==> config.mk <==
export PLATFORM = sky130hd
export DESIGN_NAME = alu_muldiv
export DESIGN_NICKNAME = d
export VERILOG_FILES = /design/src/rtl/alu_muldiv_pkg.sv /design/src/rtl/alu_muldiv_muldiv_iter.sv /design/src/rtl/alu_muldiv.sv
export SDC_FILE = /design/constraint.sdc
export NUM_CORES = 1
export LEC_CHECK = 0
export CORE_ASPECT_RATIO = 0.7
export CORE_UTILIZATION = 24
export CTS_CLUSTER_DIAMETER = 150
export DETAILED_ROUTE_END_ITERATION = 6
export SLEW_MARGIN = 20
export SYNTH_ARGS = -nofsm -noshare
export SYNTH_HDL_FRONTEND = slang
export SYNTH_SLANG_ARGS = --single-unit
==> constraint.sdc <==
create_clock -name I_clk -period 7.63 [get_ports I_clk]
set_clock_uncertainty 0.05 [all_clocks]
set_input_delay 1.1445 -clock I_clk [delete_from_list [all_inputs] [get_ports I_clk]]
set_output_delay 1.1445 -clock I_clk [all_outputs]
set_load 0.02 [all_outputs]
==> src/rtl/alu_muldiv_pkg.sv <==
// Shared encodings for the execute unit: ALU select codes and FSM states.
// Also holds small decode helpers used by the top.
package alu_muldiv_pkg;

   typedef enum logic [4:0] {
      ALU_ADD    = 5'd0,
      ALU_SUB    = 5'd1,
      ALU_SLL    = 5'd2,
      ALU_SLT    = 5'd3,
      ALU_SLTU   = 5'd4,
      ALU_XOR    = 5'd5,
      ALU_SRL    = 5'd6,
      ALU_SRA    = 5'd7,
      ALU_OR     = 5'd8,
      ALU_AND    = 5'd9,
      ALU_LUI    = 5'd10,
      ALU_MUL    = 5'd16,
      ALU_MULH   = 5'd17,
      ALU_MULHSU = 5'd18,
      ALU_MULHU  = 5'd19,
      ALU_DIV    = 5'd20,
      ALU_DIVU   = 5'd21,
      ALU_REM    = 5'd22,
      ALU_REMU   = 5'd23
   } alu_sel_e;

   typedef enum logic [1:0] {
      ST_IDLE = 2'd0,
      ST_MUL  = 2'd1,
      ST_DIV  = 2'd2,
      ST_DONE = 2'd3
   } state_e;

   function automatic logic sel_legal(input logic [4:0] sel);
      return (sel <= 5'd10) || ((sel >= 5'd16) && (sel <= 5'd23));
   endfunction

   // 16..23: the whole RV32M group
   function automatic logic sel_is_muldiv(input logic [4:0] sel);
      return sel[4:3] == 2'b10;
   endfunction

   // 20..23: DIV, DIVU, REM, REMU
   function automatic logic sel_is_div(input logic [4:0] sel);
      return sel[4:2] == 3'b101;
   endfunction

endpackage

==> src/rtl/alu_muldiv_muldiv_iter.sv <==
// Iterative multiply/divide datapath: one product or quotient bit per cycle
// over operand magnitudes, with the sign fix applied on the final step.
module muldiv_iter
   import alu_muldiv_pkg::*;
#(
   parameter int XLEN = 32
) (
   input  logic            i_clk,
   input  logic            i_rst,
   input  logic            i_start,
   input  logic            i_is_div,
   input  logic            i_sgn1,
   input  logic            i_sgn2,
   input  logic            i_sel_hi,
   input  logic [XLEN-1:0] i_op1,
   input  logic [XLEN-1:0] i_op2,
   output logic            o_done,
   output logic [XLEN-1:0] o_result
);

   localparam int CW = $clog2(XLEN);

   logic                  r_busy;
   logic [CW-1:0]         r_cnt;
   logic [2*XLEN-1:0]     r_acc;
   logic [XLEN-1:0]       r_opd;
   logic                  r_is_div;
   logic                  r_sel_hi;
   logic                  r_neg_q;
   logic                  r_neg_r;

   logic                  w_neg1, w_neg2;
   logic [XLEN-1:0]       w_mag1, w_mag2;
   logic [XLEN-1:0]       w_hi, w_lo;
   logic [XLEN:0]         w_sum, w_rsh, w_diff;
   logic [2*XLEN-1:0]     w_acc_nxt, w_prod;
   logic [XLEN-1:0]       w_q, w_r;

   assign w_neg1 = i_sgn1 & i_op1[XLEN-1];
   assign w_neg2 = i_sgn2 & i_op2[XLEN-1];
   assign w_mag1 = w_neg1 ? -i_op1 : i_op1;
   assign w_mag2 = w_neg2 ? -i_op2 : i_op2;

   assign w_hi = r_acc[2*XLEN-1:XLEN];
   assign w_lo = r_acc[XLEN-1:0];

   // Multiply: hi accumulates, lo shifts out multiplier bits LSB first.
   // Divide: hi is the partial remainder, lo shifts dividend out / quotient in.
   always_comb begin
      w_sum  = {1'b0, w_hi} + {1'b0, r_opd};
      w_rsh  = {w_hi, w_lo[XLEN-1]};
      w_diff = w_rsh - {1'b0, r_opd};
      if (r_is_div) begin
         if (!w_diff[XLEN]) begin
            w_acc_nxt = {w_diff[XLEN-1:0], w_lo[XLEN-2:0], 1'b1};
         end else begin
            w_acc_nxt = {w_rsh[XLEN-1:0], w_lo[XLEN-2:0], 1'b0};
         end
      end else if (w_lo[0]) begin
         w_acc_nxt = {w_sum, w_lo[XLEN-1:1]};
      end else begin
         w_acc_nxt = {1'b0, w_hi, w_lo[XLEN-1:1]};
      end
   end

   // Result is taken from the step being computed so the top can register it
   // on the same edge the counter expires.
   assign w_prod = r_neg_q ? -w_acc_nxt : w_acc_nxt;
   assign w_q    = r_neg_q ? -w_acc_nxt[XLEN-1:0] : w_acc_nxt[XLEN-1:0];
   assign w_r    = r_neg_r ? -w_acc_nxt[2*XLEN-1:XLEN] : w_acc_nxt[2*XLEN-1:XLEN];

   always_comb begin
      if (r_is_div) begin
         o_result = r_sel_hi ? w_r : w_q;
      end else begin
         o_result = r_sel_hi ? w_prod[2*XLEN-1:XLEN] : w_prod[XLEN-1:0];
      end
   end

   assign o_done = r_busy && (r_cnt == '0);

   always_ff @(posedge i_clk) begin
      if (i_rst) begin
         r_busy <= 1'b0;
         r_cnt  <= '0;
      end else if (i_start) begin
         r_busy <= 1'b1;
         r_cnt  <= CW'(XLEN-1);
      end else if (r_busy) begin
         r_cnt <= r_cnt - CW'(1);
         if (r_cnt == '0) begin
            r_busy <= 1'b0;
         end
      end
   end

   always_ff @(posedge i_clk) begin
      if (i_start) begin
         r_is_div <= i_is_div;
         r_sel_hi <= i_sel_hi;
         r_neg_q  <= w_neg1 ^ w_neg2;
         r_neg_r  <= w_neg1;
         r_opd    <= i_is_div ? w_mag2 : w_mag1;
         r_acc    <= {{XLEN{1'b0}}, (i_is_div ? w_mag1 : w_mag2)};
      end else if (r_busy) begin
         r_acc <= w_acc_nxt;
      end
   end

endmodule

==> src/rtl/alu_muldiv.sv <==
// Multi-cycle execute unit: single-cycle base ALU ops plus iterative RV32M
// multiply/divide behind a valid/ready handshake on both sides.
module alu_muldiv
   import alu_muldiv_pkg::*;
#(
   parameter int XLEN = 32,
   parameter int SHW  = $clog2(XLEN)
) (
   input  logic            I_clk,
   input  logic            I_rst,
   input  logic            I_valid,
   output logic            O_ready,
   input  logic [4:0]      I_alusel,
   input  logic [XLEN-1:0] I_data1,
   input  logic [XLEN-1:0] I_data2,
   output logic            O_valid,
   input  logic            I_ready,
   output logic [XLEN-1:0] O_data,
   output logic            O_illegalflag,
   output logic            O_busy
);

   localparam logic [XLEN-1:0] MINV = {1'b1, {(XLEN-1){1'b0}}};

   state_e          r_state;

   logic            w_accept;
   logic            w_legal, w_is_md, w_is_div;
   logic            w_div_zero, w_div_ovf, w_special;
   logic            w_start, w_done;
   logic            w_sgn1, w_sgn2, w_sel_hi;
   logic [XLEN-1:0] w_base, w_special_val, w_iter_res;

   function automatic logic [XLEN-1:0] base_op(input logic [4:0]      sel,
                                               input logic [XLEN-1:0] a,
                                               input logic [XLEN-1:0] b);
      logic signed [XLEN-1:0] sa;
      logic signed [XLEN-1:0] sb;
      logic [SHW-1:0]         sh;
      logic [XLEN-1:0]        r;
      sa = a;
      sb = b;
      sh = b[SHW-1:0];
      case (sel)
         ALU_ADD:  r = a + b;
         ALU_SUB:  r = a - b;
         ALU_SLL:  r = a << sh;
         ALU_SLT:  r = {{(XLEN-1){1'b0}}, (sa < sb)};
         ALU_SLTU: r = {{(XLEN-1){1'b0}}, (a < b)};
         ALU_XOR:  r = a ^ b;
         ALU_SRL:  r = a >> sh;
         ALU_SRA:  r = sa >>> sh;
         ALU_OR:   r = a | b;
         ALU_AND:  r = a & b;
         ALU_LUI:  r = b;
         default:  r = '0;
      endcase
      return r;
   endfunction

   assign w_accept = (r_state == ST_IDLE) && I_valid;
   assign w_legal  = sel_legal(I_alusel);
   assign w_is_md  = sel_is_muldiv(I_alusel);
   assign w_is_div = sel_is_div(I_alusel);
   assign w_base   = base_op(I_alusel, I_data1, I_data2);

   // DIV/REM (even codes) are signed; the odd codes are the unsigned forms.
   assign w_div_zero    = (I_data2 == '0);
   assign w_div_ovf     = !I_alusel[0] && (I_data1 == MINV) && (I_data2 == '1);
   assign w_special     = w_is_div && (w_div_zero || w_div_ovf);
   assign w_special_val = I_alusel[1] ? (w_div_zero ? I_data1 : '0)
                                      : (w_div_zero ? '1 : MINV);

   assign w_sgn1   = w_is_div ? !I_alusel[0]
                              : ((I_alusel == ALU_MULH) || (I_alusel == ALU_MULHSU));
   assign w_sgn2   = w_is_div ? !I_alusel[0] : (I_alusel == ALU_MULH);
   assign w_sel_hi = w_is_div ? I_alusel[1] : (I_alusel[1:0] != 2'b00);
   assign w_start  = w_accept && w_legal && w_is_md && !w_special;

   muldiv_iter #(
      .XLEN (XLEN)
   ) u_iter (
      .i_clk    (I_clk),
      .i_rst    (I_rst),
      .i_start  (w_start),
      .i_is_div (w_is_div),
      .i_sgn1   (w_sgn1),
      .i_sgn2   (w_sgn2),
      .i_sel_hi (w_sel_hi),
      .i_op1    (I_data1),
      .i_op2    (I_data2),
      .o_done   (w_done),
      .o_result (w_iter_res)
   );

   always_ff @(posedge I_clk) begin
      if (I_rst) begin
         r_state       <= ST_IDLE;
         O_ready       <= 1'b1;
         O_valid       <= 1'b0;
         O_busy        <= 1'b0;
         O_data        <= '0;
         O_illegalflag <= 1'b0;
      end else begin
         case (r_state)
            ST_IDLE: begin
               if (w_accept) begin
                  O_ready <= 1'b0;
                  if (!w_legal) begin
                     O_data        <= '0;
                     O_illegalflag <= 1'b1;
                     O_valid       <= 1'b1;
                     r_state       <= ST_DONE;
                  end else if (w_special) begin
                     O_data  <= w_special_val;
                     O_valid <= 1'b1;
                     r_state <= ST_DONE;
                  end else if (w_is_md) begin
                     O_busy  <= 1'b1;
                     r_state <= w_is_div ? ST_DIV : ST_MUL;
                  end else begin
                     O_data  <= w_base;
                     O_valid <= 1'b1;
                     r_state <= ST_DONE;
                  end
               end
            end
            ST_MUL, ST_DIV: begin
               if (w_done) begin
                  O_data  <= w_iter_res;
                  O_busy  <= 1'b0;
                  O_valid <= 1'b1;
                  r_state <= ST_DONE;
               end
            end
            ST_DONE: begin
               if (I_ready) begin
                  O_valid       <= 1'b0;
                  O_illegalflag <= 1'b0;
                  O_ready       <= 1'b1;
                  r_state       <= ST_IDLE;
               end
            end
            default: r_state <= ST_IDLE;
         endcase
      end
   end

endmodule

# Word level (Yosys, flattened, before mapping)
# Cells that the tools add are included.
[word_totals] register_bits=144 latchBits=0 mem_bits_rw=0 rom_bits=0 inputBits=73 output_inout_bits=36 word_cells=155 n_memories=0
[op_classes] addsub=10 multipliers=0 n_div=0 order_cmp=5 eq_ne=27 shifts=3 mux=60 n_bitwise=6 reduce_logical=29
[op_table] cell="$mux W32" n=18
[op_table] cell="$pmux W32 S11" n=1
[op_table] cell="$mux W64" n=4
[op_table] cell="$neg A32 Y32" n=4
[op_table] cell="$eq A32 B32 Y1 const B" n=2
[op_table] cell="$lt A32 B32 Y1" n=2
[op_table] cell="$neg A64 Y64" n=1
[op_table] cell="$pmux W32 S2" n=1
[op_table] cell="$add A32 B32 Y33" n=1
[op_table] cell="$sub A33 B32 Y33" n=1
[op_table] cell="$add A32 B32 Y32" n=1
[op_table] cell="$and A32 B32 Y32" n=1
[op_table] cell="$logic_not A32 Y1" n=1
[op_table] cell="$or A32 B32 Y32" n=1
[op_table] cell="$shl A32 B5 Y32" n=1
[op_table] cell="$shr A32 B5 Y32" n=1
[op_table] cell="$sshr A32 B5 Y32" n=1
[op_table] cell="$sub A32 B32 Y32" n=1
[op_table] cell="$xor A32 B32 Y32" n=1
[op_table] cell="$mux W31" n=1
[op_table] cell="$mux W1" n=21
[op_table] cell="$eq A5 B3 Y1 const B" n=4
[op_table] cell="$eq A5 B4 Y1 const B" n=3
[op_table] cell="$mux W2" n=7
[op_table] cell="other kinds (29)" n=60

# Logic depth before layout (Yosys ltp)
[logic_depth] word_depth=9 depth_mapped=24 ltp_nobuf=23

# Cells and area by module
# Synthesis repeated with hierarchy kept, for this count alone.
[unflattened] cells_unflattened=3483 area_unflattened_um2=25172.9
[modules_own_cells] mod="muldiv_iter" instances=1 cells_each=1767 area_per_inst_um2=13342.8 seq_area_each_um2=2802.7
[modules_own_cells] mod="alu_muldiv" instances=1 cells_each=1716 area_per_inst_um2=11830.1 seq_area_each_um2=760.7

# Worst setup path after synthesis
# Ideal clock, no wire load.
[synth_path] path_kind="input to register" startpoint="in I_data2[1]" endpoint="reg u_iter.r_acc[0], enable pin" setup_ps=478 arrival_ps=5617 required_time_ps=7102 setup_slack_ps=1485 path_stages=16 path_cell_list="clkbuf_1 -> clkinv_1 -> buf_1 -> buf_1 -> buf_1 -> ha_1 -> nand2_1 -> nor4_1 -> and3_1 -> clkbuf_1 -> nand3_1 -> o31a_1 -> nand2b_1 -> nand4_1 -> clkbuf_1 -> nand2_1"
[synth_between] elab_chain_len=7
[synth_lines] element="start: declaration" line="alu_muldiv.sv:15" rtl="input logic [XLEN-1:0] I_data2,"
[synth_lines] element="$eq A32 B32 Y1" line="alu_muldiv.sv:69" rtl="assign w_div_ovf = !I_alusel[0] && (I_data1 == MINV) && (I_data2 == '1);"
[synth_lines] element="$logic_and A1 B1 Y1" line="alu_muldiv.sv:69"
[synth_lines] element="$logic_or A1 B1 Y1 (*)" line="alu_muldiv.sv:70" rtl="assign w_special = w_is_div && (w_div_zero || w_div_ovf);"
[synth_lines] element="$logic_and A1 B1 Y1 (*)" line="alu_muldiv.sv:70"
[synth_lines] element="$logic_not A1 Y1 (*)" line="alu_muldiv.sv:78" rtl="assign w_start = w_accept && w_legal && w_is_md && !w_special;"
[synth_lines] element="$logic_and A1 B1 Y1 (*)" line="alu_muldiv.sv:78"
[synth_lines] element="$reduce_bool A2 Y1 (no line) (*)"
[synth_lines] element="end signal: assignment" line="alu_muldiv_muldiv_iter.sv:104" rtl="r_acc <= {{XLEN{1'b0}}, (i_is_div ? w_mag1 : w_mag2)};"
[synth_lines] element="end signal: assignment" line="alu_muldiv_muldiv_iter.sv:106" rtl="r_acc <= w_acc_nxt;"
[synth_lines] element="end: declaration" line="alu_muldiv_muldiv_iter.sv:25" rtl="logic [2*XLEN-1:0] r_acc;"
# Mark *: on every way between the ends. The rest lies on a longest branch, timed or not.
# A chain may end at the register's enable or synchronous reset.

# Worst setup path in the final report
[layout_path] startpoint="reg u_iter.r_acc[31]" endpoint="reg O_data[24]"
[layout_between] elab_chain_len=9
[layout_lines] element="$sub A33 B32 Y33" line="alu_muldiv_muldiv_iter.sv:52" rtl="w_diff = w_rsh - {1'b0, r_opd};"
[layout_lines] element="$mux W64" line="alu_muldiv_muldiv_iter.sv:54" rtl="if (!w_diff[XLEN]) begin"
[layout_lines] element="$mux W64 (*)" line="alu_muldiv_muldiv_iter.sv:53" rtl="if (r_is_div) begin"
[layout_lines] element="$neg A64 Y64 (tied with other cells)" line="alu_muldiv_muldiv_iter.sv:68" rtl="assign w_prod = r_neg_q ? -w_acc_nxt : w_acc_nxt;"
[layout_lines] element="$mux W64 (tied with other cells)" line="alu_muldiv_muldiv_iter.sv:68"
[layout_lines] element="$mux W32, on equally long branches" line="alu_muldiv_muldiv_iter.sv:76, alu_muldiv_muldiv_iter.sv:74"
[layout_lines] element="$mux W32 (*)" line="alu_muldiv_muldiv_iter.sv:73" rtl="if (r_is_div) begin"
[layout_lines] element="$mux W32 (*)" line="alu_muldiv.sv:129" rtl="if (w_done) begin"
[layout_lines] element="$pmux W32 S2 (*)" line="alu_muldiv.sv:105" rtl="case (r_state)"
[layout_lines] element="end signal: assignment" line="alu_muldiv.sv:115" rtl="O_data <= w_special_val;"
[layout_lines] element="end signal: assignment" line="alu_muldiv.sv:122" rtl="O_data <= w_base;"
[layout_lines] element="end signal: assignment" line="alu_muldiv.sv:130" rtl="O_data <= w_iter_res;"
[layout_lines] element="end: declaration" line="alu_muldiv.sv:18" rtl="output logic [XLEN-1:0] O_data,"
# Mark *: on every way between the ends. The rest lies on a longest branch, timed or not. The select of a mux whose other input is x is not followed.

==> results.ini <==
[setup_path]
reg2reg_depth=22
rrSetupSlack_ps=570
critPathCaptureType=register
crit_required_ps=7880
critPathLaunchType=register
rr_startpoint=u_iter.r_acc[31]
crit_fanout=21
path_class=reg -> reg
arrival_ps=7310
timing.rr.end=O_data[24]

[global_routing]
grt_max_degree=81
antenna_found_initial=2
overflow=0
grt.total_usage_pct=23.3
grt_pass1_vias=25600
grt_pass1_wl_mm=179

[timing]
setup_slack_ps=571
max_slew_margin_pct=18.3
grt_setup_unrepaired=false
slew_violations=0
hold_viol_final=0
max_freq_mhz=142
tightest_slew_ps=1220
finalCritPeriodShare_pct=92.5
final.setup.tns_ps=0
fin_crit_ps=7060
setup_violations=0

[place]
place_congestion=1.08
preCtsSetupSlack_ps=1130
hpwl_mm=99.8
io_buffer_count=108

[finish]
fill_cells=11000
regArea_sq_mm=0.00356
multi_input_area_sq_mm=0.0192
nNetsFinal=3678
diodes=0
drive_gt1_share_pct=6.18
syn_to_final_growth_pct=12.4
layout_commonest_cell=nor2_1
mostFrequentLayoutCells=382 x nor2_1, 361 x a21oi_1, 317 x nand2_1

[routing]
vias=28900
final_antenna_net_count=0
firstDrtPassIters=7
drt_iter0_drc=4827
routed_wirelength_mm=125
vias_per_cell=6.04
post_drt_wl_per_cell_um=26.1
drc_errors=7

[min_path]
hold_start=r_state[0]
whs_path_depth=2
hold_path.class=reg -> reg
holdPathEnd=r_state[0]

[run_status]
status=finished with violations
failed_checks=design-rule violations

[clocking]
cts_root_buffer=clkbuf_16
post_cts_buffers=0
cts_buffer_depth=2
post_cts_resize_count=0
cts_tree=built
cts_buffers=17
cts.sinks=144
cts_max_level=4
clk_latency_ps=460
clk_pin_slew_ps=70
cts_hold_buf=0

[synthesis]
synth_cells=3455
syn_avg_cell_area_sq_um=7.03
synth.ff_latch_count=144
synth.distinct_cells=108
yosysTopAreaCell=ha_1
ys.flop_type=dfxtp_1
synth_warnings=0
syn_nets=3702
netlist_area_sq_mm=0.0243
seq_area_frac_synth_pct=14.7
synth_area_leaders=ha_1 8.8%, edfxtp_1 8.4%, a21oi_1 7.4%
synth_top_area_share_pct=8.75
synthArstFlopShare_pct=0
synth_edf_count=68

[floorplanning]
fp.dieH_um=268
num_rows=97
core_sq_mm=0.100
io_pins=109
die_w_um=382
fp.dieArea_sq_mm=0.103
initial_core_util_pct=24.3

[run]
drv_cap=0

[pwr]
ir_drop_mv=0.184
power.density_mw_per_mm2=263
cellLeakagePower_uw=0.0106

==> per-stage QoR <==
stage	instances	power [uW]	util, %	hold slack, ps	instance area [sq um]
2_1_floorplan	3455	4500	-	399	24300
3_3_place_gp	4747	6070	26.7	412	26700
3_5_place_dp	4747	6090	26.7	418	26700
4_1_cts	4779	6960	27.3	427	27300
5_1_grt	4780	7530	27.3	450	27300
6_report	4780	7170	27.3	425	27300
==> cells by family after synthesis <==
logic type | Yosys count | share of synthesized area [%]
AO/OA/AOI/OAI | 1221 | 32.9
XOR/XNOR | 166 | 5.98
adder cells (fa/ha/maj) | 174 | 9.08
buffers and inverters | 403 | 6.49
flip-flops | 144 | 14.7
multiplexers | 189 | 8.42
AND/OR/NAND/NOR | 1158 | 22.4
==> sequential cells by signal, summed over array words and instances (netlist names) <==
register	count
u_iter.r_sel_hi	1
u_iter.r_cnt	5
O_data	32
u_iter.r_is_div	1
O_illegalflag	1
O_busy	1
u_iter.r_neg_r	1
O_ready	1
u_iter.r_opd	32
r_state	2
u_iter.r_acc	64
O_valid	1
u_iter.r_busy	1
u_iter.r_neg_q	1
==> layout make-up <==
cell class                 count  share of cell area (%)
inverter                     175                    2.41
timing repair buffer         185                    6.00
clock buffer                  20                    1.75
tap                         1336                    6.12
multi-input combinational   2908                    70.3
sequential                   144                    13.1
clock inverter                12                   0.353
==> layer usage <==
| metal | wire length (um) | vias up | GRT usage, % |
|---|---|---|---|
| met5 | 120 | - | 0.694 |
| met4 | 2760 | 4 | 4.91 |
| met3 | 18900 | 178 | 8.71 |
| met2 | 46800 | 2047 | 30.5 |
| met1 | 56100 | 13800 | 34.9 |
| li1 | - | 12800 | - |
==> worst max path at each step <==
stage / slack, ps / startpoint / endpoint
2_1_floorplan: 1480 / I_data2[1] / u_iter.r_acc[0]
4_1_cts: 1060 / u_iter.r_acc[31] / O_data[24]
5_1_grt: 530 / u_iter.r_acc[31] / O_data[24]
3_3_place_gp: 1140 / u_iter.r_acc[31] / O_data[24]
6_report: 570 / u_iter.r_acc[31] / O_data[24]
3_5_place_dp: 1130 / u_iter.r_acc[31] / O_data[24]
==> synth_stat cells (16+ instances only) <==
master / count
o21ai_0: 265
edfxtp_1: 68
a221oi_1: 31
dfxtp_1: 76
nand2b_1: 43
a211o_1: 17
mux2i_1: 164
o211ai_1: 35
nor2b_1: 25
o21bai_1: 21
nor2_1: 384
inv_1: 167
buf_1: 40
a21oi_1: 361
a31oi_1: 56
ha_1: 170
nor4_1: 29
a211oi_1: 66
xor2_1: 41
and3_1: 27
clkbuf_1: 167
nand2_1: 318
nand4_1: 44
and2_1: 27
xnor2_1: 125
nor3_1: 93
or3_1: 36
o31ai_1: 43
a21o_1: 50
o22ai_1: 26
a22oi_1: 22
a2111oi_0: 16
nand3_1: 58
==> worst max-delay path, stage by stage, from the launching register on <==
cell and delay [ps]:
edfxtp_1 580, inv_1 130, ha_1 240, fa_1 430, nor2b_1 210, o31a_1 320
o21a_1 220, o211ai_1 220, a21oi_2 600, buf_4 370, nor2_2 160, buf_4 260
nor2_1 110, a211oi_1 70, nor2_1 440, ha_1 350, nand3_1 340, a211oi_2 520
nand3_2 150, a221oi_2 510, xnor2_1 160, a221oi_2 330, a211oi_1 110
==> power breakdown <==
part | switching (uW) | total [uW] | internal [uW]
combinational | 3310 | 5020 | 1710
sequential | 286 | 1300 | 1010
clock | 394 | 853 | 459
total | 3990 | 7170 | 3180
No activity file was read; power rests on OpenSTA's default activity.
